--- src/rtl/angle_rom_arb.sv ---
`timescale 1ns/1ps
// Three-way read arbiter in front of the angle ROM. Responses come back in grant
// order after a fixed latency, tracked by a small tag pipeline.
module angle_rom_arb #(
    parameter int unsigned ADDR_WIDTH = 12,
    parameter int unsigned DATA_WIDTH = 7,
    parameter int unsigned RD_LATENCY = 1,
    parameter string       ARB_MODE   = "RR"
) (
    input  logic                    clk,
    input  logic                    tb_rst,
    input  logic [2:0]              req_valid,
    input  logic [3*ADDR_WIDTH-1:0] req_addr,
    output logic [2:0]              req_ready,
    output logic [2:0]              rsp_valid,
    output logic [DATA_WIDTH-1:0]   rsp_data,
    output logic [ADDR_WIDTH-1:0]   rom_addr,
    input  logic [DATA_WIDTH-1:0]   rom_rd_data,
    output logic                    busy
);

    localparam int unsigned Depth   = 1 + RD_LATENCY;
    localparam bit          IsFixed = (ARB_MODE == "FIXED");

    logic [1:0]            last_grant_q, last_grant_d;
    logic [1:0]            grant_id;
    logic [1:0]            cand;
    logic                  hs;
    logic [ADDR_WIDTH-1:0] rom_addr_q, rom_addr_d;
    logic [Depth-1:0]      tag_vld_q;
    logic [1:0]            tag_id_q [Depth];
    logic [2:0]            rsp_valid_q;
    logic [DATA_WIDTH-1:0] rsp_data_q;

    always_comb begin
        grant_id = 2'd0;
        cand     = 2'd0;
        hs       = 1'b0;
        if (IsFixed) begin
            for (int i = 2; i >= 0; i--) begin
                if (req_valid[i]) begin
                    grant_id = 2'(i);
                    hs       = 1'b1;
                end
            end
        end else begin
            // Walk from the farthest candidate inward so the nearest one wins.
            for (int k = 3; k >= 1; k--) begin
                cand = 2'((int'(last_grant_q) + k) % 3);
                if (req_valid[cand]) begin
                    grant_id = cand;
                    hs       = 1'b1;
                end
            end
        end
        if (tb_rst) begin
            hs = 1'b0;
        end
        req_ready    = hs ? (3'b001 << grant_id) : 3'b000;
        last_grant_d = hs ? grant_id : last_grant_q;
        rom_addr_d   = hs ? req_addr[grant_id*ADDR_WIDTH +: ADDR_WIDTH] : rom_addr_q;
    end

    always_ff @(posedge clk or posedge tb_rst) begin
        if (tb_rst) begin
            last_grant_q <= 2'd2;
            rom_addr_q   <= '0;
            tag_vld_q    <= '0;
            for (int unsigned d = 0; d < Depth; d++) begin
                tag_id_q[d] <= 2'd0;
            end
            rsp_valid_q  <= 3'b000;
            rsp_data_q   <= '0;
        end else begin
            last_grant_q <= last_grant_d;
            rom_addr_q   <= rom_addr_d;
            tag_vld_q    <= {tag_vld_q[Depth-2:0], hs};
            tag_id_q[0]  <= grant_id;
            for (int unsigned d = 1; d < Depth; d++) begin
                tag_id_q[d] <= tag_id_q[d-1];
            end
            // The tag leaving the pipeline lines up with the ROM data for its address.
            rsp_valid_q <= tag_vld_q[Depth-1] ? (3'b001 << tag_id_q[Depth-1]) : 3'b000;
            if (tag_vld_q[Depth-1]) begin
                rsp_data_q <= rom_rd_data;
            end
        end
    end

    assign rom_addr  = rom_addr_q;
    assign rsp_valid = rsp_valid_q;
    assign rsp_data  = rsp_data_q;
    assign busy      = (|tag_vld_q) | (|rsp_valid_q);

endmodule

--- config.mk ---
export PLATFORM = sky130hd
export DESIGN_NAME = angle_rom_arb
export DESIGN_NICKNAME = d
export VERILOG_FILES = /design/src/rtl/angle_rom_arb.sv
export SDC_FILE = /design/constraint.sdc
export NUM_CORES = 1
export LEC_CHECK = 0
export CELL_PAD_IN_SITES_DETAIL_PLACEMENT = 1
export CELL_PAD_IN_SITES_GLOBAL_PLACEMENT = 1
export CORE_ASPECT_RATIO = 0.5
export CORE_MARGIN = 3
export CORE_UTILIZATION = 35
export CTS_BUF_LIST = sky130_fd_sc_hd__clkbuf_8
export CTS_CLUSTER_SIZE = 8
export DETAILED_ROUTE_END_ITERATION = 8
export MAX_ROUTING_LAYER = met4
export PLACE_DENSITY = 0.93
export RECOVER_POWER = 100
export SLEW_MARGIN = 20
export SYNTH_ARGS = -nofsm -noshare
export SYNTH_HDL_FRONTEND = slang
export SYNTH_SLANG_ARGS = --single-unit
--- constraint.sdc ---
create_clock -name clk -period 5.18 [get_ports clk]
set_input_delay 1.036 -clock clk [delete_from_list [all_inputs] [get_ports clk]]
set_output_delay 1.036 -clock clk [all_outputs]
set_load 0.01 [all_outputs]
==> qor.yml, run 1 <==
status: "completed"
final_nets: 276
dieArea_um2: 5723
p_leak_nw: 1.071
finClkSkew_ns: 0.01050
yosysMostFrequentCell: "dfrtp_1"
rsz0062_at_grt: "no"
layout_min_cycle_time_ns: 4.744
hold_path.class: "reg -> reg"
htreeDepth: 2
startpoint_type: "input pin"
setup_slack_ns: 0.4357
worst_setup_path_end_kind: "output pin"
slew_headroom: 0.2237
drcViolationCount: 0
antenna_found_initial: 0
placementRows: 17
synth_fp_nets: 203
clock_sinks: 30
vias: 1475
clk_pin_slew_worst_paths_ns: 0.06
first_global_vias: 1560
final_cell_area_um2: 2489
drv_cap: 0
placed_cell_area_um2: 2440
grt_pass1_wl_um: 8148
crit_fanout: 17
grt_overflow: 0
netlist_instances: 151
worst_pin_slew_ns: 1.163
core_area_um2: 4509
synth_edf_count: 0
drv_slew: 0
crit_arrival_ns: 3.71
yosys_warnings: 0
die_h_um: 55.02
start_util: 0.3729
synth_area_leaders: "dfrtp_1 (43%), mux2i_1 (8.9%), o211ai_2 (7.4%)"
seq_area_frac_synth: 0.4472
grt_max_degree: 31
antenna_left: 0
drt-pass1-iter-count: 4
timing.fmax_mhz: 210.8
power.density_nw_per_um2: 590.8
drive_gt1_frac: 0.1156
synthArstFlopShare: 1.000
via_per_inst: 5.069
post_cts_buffers: 0
synth_common_cells: "dfrtp_1 (29), nand2_1 (17), mux2i_1 (15)"
post-route-period-util: 0.9159
die_w_um: 104.0
gp_congestion: 0.7998
drt-total-wl_um: 5309
dp_slack_ns: 0.6738
synth_cell_type_count: 39
cts_hold_buf: 0
cp.required_ns: 4.14
synth_ff_type: "dfrtp_1"
mappedNetlistArea_um2: 1682
vdd_drop_max_mv: 0.3056
worstSetupPathType: "in -> out"
yosysTopAreaCellShare: 0.4315
area_delta_synth_final_pct: 47.99
grt_util_all_layers: 0.1942
pin_count: 74
cts_root_buffer: "clkbuf_8"
diodes: 0
cts-buffers-inserted: 5
synth-seq-cells: 30
r2r_slack_ns: 1.86
dp_hpwl_um: 4161
cts_repair_resize_count: 0
cts_tree: "yes"
wl_per_cell_um: 18.24
io_buffers: 73
setup-tns-final_ns: 0
cts.path.max_buffers: 2
synth_top_cell_by_area: "dfrtp_1"
clock_latency_ns: 0.29
hold_violations: 0
avgSynthCellArea_um2: 11.14
drtIter0Drc: 43
setup_violations: 0
state kept, by name, summed over array words and instances, names as in the netlist:
register / cells
rsp_valid: 3
tag_vld_q: 2
rom_addr: 12
tag_id_q: 4
last_grant_q: 2
rsp_data: 7
cells by family (layout without fill, tap and decap cells):
family,after synthesis,count (layout),synth area share
and+or+nand+nor,50,50,0.1510
DFF,30,30,0.4472
AOI/OAI and AO/OA,29,29,0.1778
buffers and inverters,16,90,0.05803
muxes,22,22,0.1362
adders and majority gates,4,4,0.02976
critical path, stage by stage:
cell and delay [ns]:
dlygate4sd3_1 0.63, mux2i_1 0.13, or2_2 0.29, a41o_2 0.41, clkinv_2 0.22, o21ai_0 0.22, nor2b_1 0.21, clkdlybuf4s50_1 0.56
worst paths after layout:
kind | from | end | cells after the start
min in group asynchronous | tb_rst | rom_addr[6] | 2
max in group asynchronous | tb_rst | rsp_data[4] | 2
min | tag_id_q[3] | tag_id_q[1] | 0
max | req_valid[1] | req_ready[0] | 8
max reg2reg | last_grant_q[1] | rom_addr[0] | 8
min reg2reg | tag_id_q[3] | tag_id_q[1] | 0
final cells by class:
class	instances	area [um2]
inverter	7	27.53
fill	515	2021
sequential	30	752.0
clock buffer	6	82.58
multi-input combinational	105	793.3
clock inverter	2	8.758
tap	66	82.58
timing repair buffer	75	742.0
where the power goes:
part	switching [mW]	total, mW	internal, mW
clock network	0.0896	0.195	0.105
logic	0.451	0.861	0.410
registers	0.0689	0.415	0.346
per-stage QoR:
step | power [mW] | instances | hold slack, ns | util
floorplan | 1.013 | 151 | 0.3312 | -
global route | 1.567 | 291 | 0.3544 | 0.5519
global placement | 1.289 | 283 | 0.3317 | 0.5411
finish | 1.470 | 291 | 0.3495 | 0.5519
detailed placement | 1.347 | 283 | 0.3464 | 0.5411
CTS | 1.550 | 291 | 0.3527 | 0.5613
metal layers:
metal	vias up	track usage	wire length, um
met5	-	-	0
met4	0	0.09713	160
met3	17	0.04751	211
met2	42	0.3409	2727
met1	731	0.2184	2209
li1	685	-	-
layout by cell type (no fill, tap or decap), types with 7 or more instances in the layout:
cell,n
clkdlybuf4s50_1,39
dfrtp_1,29
dlygate4sd3_1,34
inv_1,7
mux2_2,7
mux2i_1,15
nand2_1,17
nand3_1,12
o211ai_1,9
No activity file was read; power rests on OpenSTA's default activity.
==> run 2, diff against run 1 <==
Settings changed: CTS_CLUSTER_SIZE 8 to unset.
==> results of run 2 <==
The final DEF is identical to that of run 1; final timing and power are the same.
==> run 3, diff against run 2 <==
Settings changed: CORE_ASPECT_RATIO 0.5 to 1.4.
==> run 3 against run 2 <==
Net effect:
- the run now ends with capacitance limit, slew limit left
- cell count decreased by 1.0%
- power down 2.3%
- combinational power is 3.5% lower
- critical path type unchanged
- critical endpoint unchanged
- largest cell class unchanged
==> qor.yml, run 3 (synthesized netlist as in run 1, its figures left out) <==
status: "finished, violations left"
violations: "capacitance limit, slew limit"
vdd_drop_max_mv: 0.3263
placementRows: 29
clock_sinks: 30
switching_share: 0.4036
wl_per_cell_um: 16.60
drt-pass1-iter-count: 4
p_leak_nw: 1.065
drv_cap: 1
worstSetupPathType: "in -> out"
worst_pin_slew_ns: 1.610
finClkSkew_ns: 0.003578
grt_overflow: 0
internal_power_uw: 856.5
cts-buffers-inserted: 5
largest_reg_flops: 12
crit_fanout: 17
io_buffers: 73
antenna_left: 0
clock_latency_ns: 0.28
cts.path.max_buffers: 2
slew_headroom: -0.07332
rsz0062_at_grt: "no"
crit_arrival_ns: 3.67
post-route-period-util: 0.9087
diodes: 0
post_cts_buffers: 0
dp_cells: 280
cts_tree: "yes"
die_h_um: 88.02
power.density_nw_per_um2: 578.0
final_common_cell: "clkdlybuf4s50_1"
clock_power_share: 0.134
pin_count: 74
final_cell_mix: "clkdlybuf4s50_1 (37), dlygate4sd3_1 (36), dfrtp_1 (29)"
dp_hpwl_um: 3760
start_util: 0.3678
p_sw_uw: 579.7
cp.required_ns: 4.14
dieArea_um2: 5684
timing.fmax_mhz: 212.4
setup-tns-final_ns: 0
gp_congestion: 0.8364
worst_setup_path_end_kind: "output pin"
drt-total-wl_um: 4780
p_comb_frac: 0.579
htreeDepth: 2
grt_max_degree: 31
area_delta_synth_final_pct: 47.77
vias: 1448
drtIter0Drc: 15
drcViolationCount: 0
first_global_vias: 1572
drv_slew: 31
setup_slack_ns: 0.4727
dp_slack_ns: 0.6067
setup_violations: 0
startpoint_type: "input pin"
hold_path.class: "reg -> reg"
drive_gt1_frac: 0.1150
via_per_inst: 5.028
core_area_um2: 4572
seq_power_share: 0.288
clk_pin_slew_worst_paths_ns: 0.06
hold_violations: 0
layout_min_cycle_time_ns: 4.707
die_w_um: 64.58
final_nets: 277
cts_root_buffer: "clkbuf_8"
grt_util_all_layers: 0.1844
antenna_found_initial: 0
cts_hold_buf: 0
grt_pass1_wl_um: 7707
cts_repair_resize_count: 0
finalNonFillerCells: 288
num-fill-cells: 517
-- run 3: per-stage QoR --
| step | utilization | cell area, um2 | hold slack (ns) | power [mW] |
|---|---|---|---|---|
| CTS | 0.5550 | 2537 | 0.3563 | 1.541 |
| global placement | 0.5342 | 2442 | 0.3315 | 1.298 |
| detailed placement | 0.5342 | 2442 | 0.3388 | 1.338 |
| global route | 0.5435 | 2485 | 0.3657 | 1.546 |
| floorplan | - | 1682 | 0.3312 | 1.013 |
| finish | 0.5435 | 2485 | 0.3515 | 1.436 |
-- run 3: per-layer routing --
metal | GRT usage | vias to the layer above | part of all wire
li1 | - | 688 | -
met2 | 0.3289 | 57 | 0.53
met4 | 0.07308 | 0 | 0.023
met3 | 0.05392 | 12 | 0.068
met5 | - | - | 0
met1 | 0.1891 | 691 | 0.38
-- run 3: power by group through the flow --
stage | Combinational, mW | Sequential [mW] | Clock, mW
after CTS | 0.920 | 0.421 | 0.200
after floorplan | 0.575 | 0.438 | 0
after detailed placement | 0.914 | 0.424 | 0
after global routing | 0.904 | 0.432 | 0.211
after global placement | 0.883 | 0.414 | 0
final | 0.831 | 0.413 | 0.192
-- run 3: area by class of cell --
cell class              count  area, um2  area share
repair buffers             76      745.7      0.3001
inverters                   7      27.53     0.01108
flip-flops and latches     30      752.0      0.3026
well taps                  62      77.57     0.03122
clock buffers               6      82.58     0.03323
multi-input cells         105      787.0      0.3167
clock inverters             2      12.51    0.005035
-- run 3: final timing paths --
check | from | end | slack (ns) | cells after the start
min in group asynchronous | tb_rst | rom_addr[3] | 1.79 | 3
max in group asynchronous | tb_rst | rsp_data[4] | 2.45 | 3
hold reg to reg | tag_id_q[2] | tag_id_q[0] | 0.35 | 0
setup reg to reg | last_grant_q[0] | rom_addr[10] | 2.08 | 9
hold / removal | tag_id_q[2] | tag_id_q[0] | 0.35 | 0
setup / recovery | req_valid[1] | req_ready[0] | 0.47 | 8
-- run 3: critical path: stages --
cell	delay, ns
dlygate4sd3_1	0.61
mux2i_1	0.28
a21o_1	0.15
a41o_2	0.38
clkinv_2	0.27
o21ai_2	0.22
nor2b_1	0.10
dlygate4sd3_1	0.61
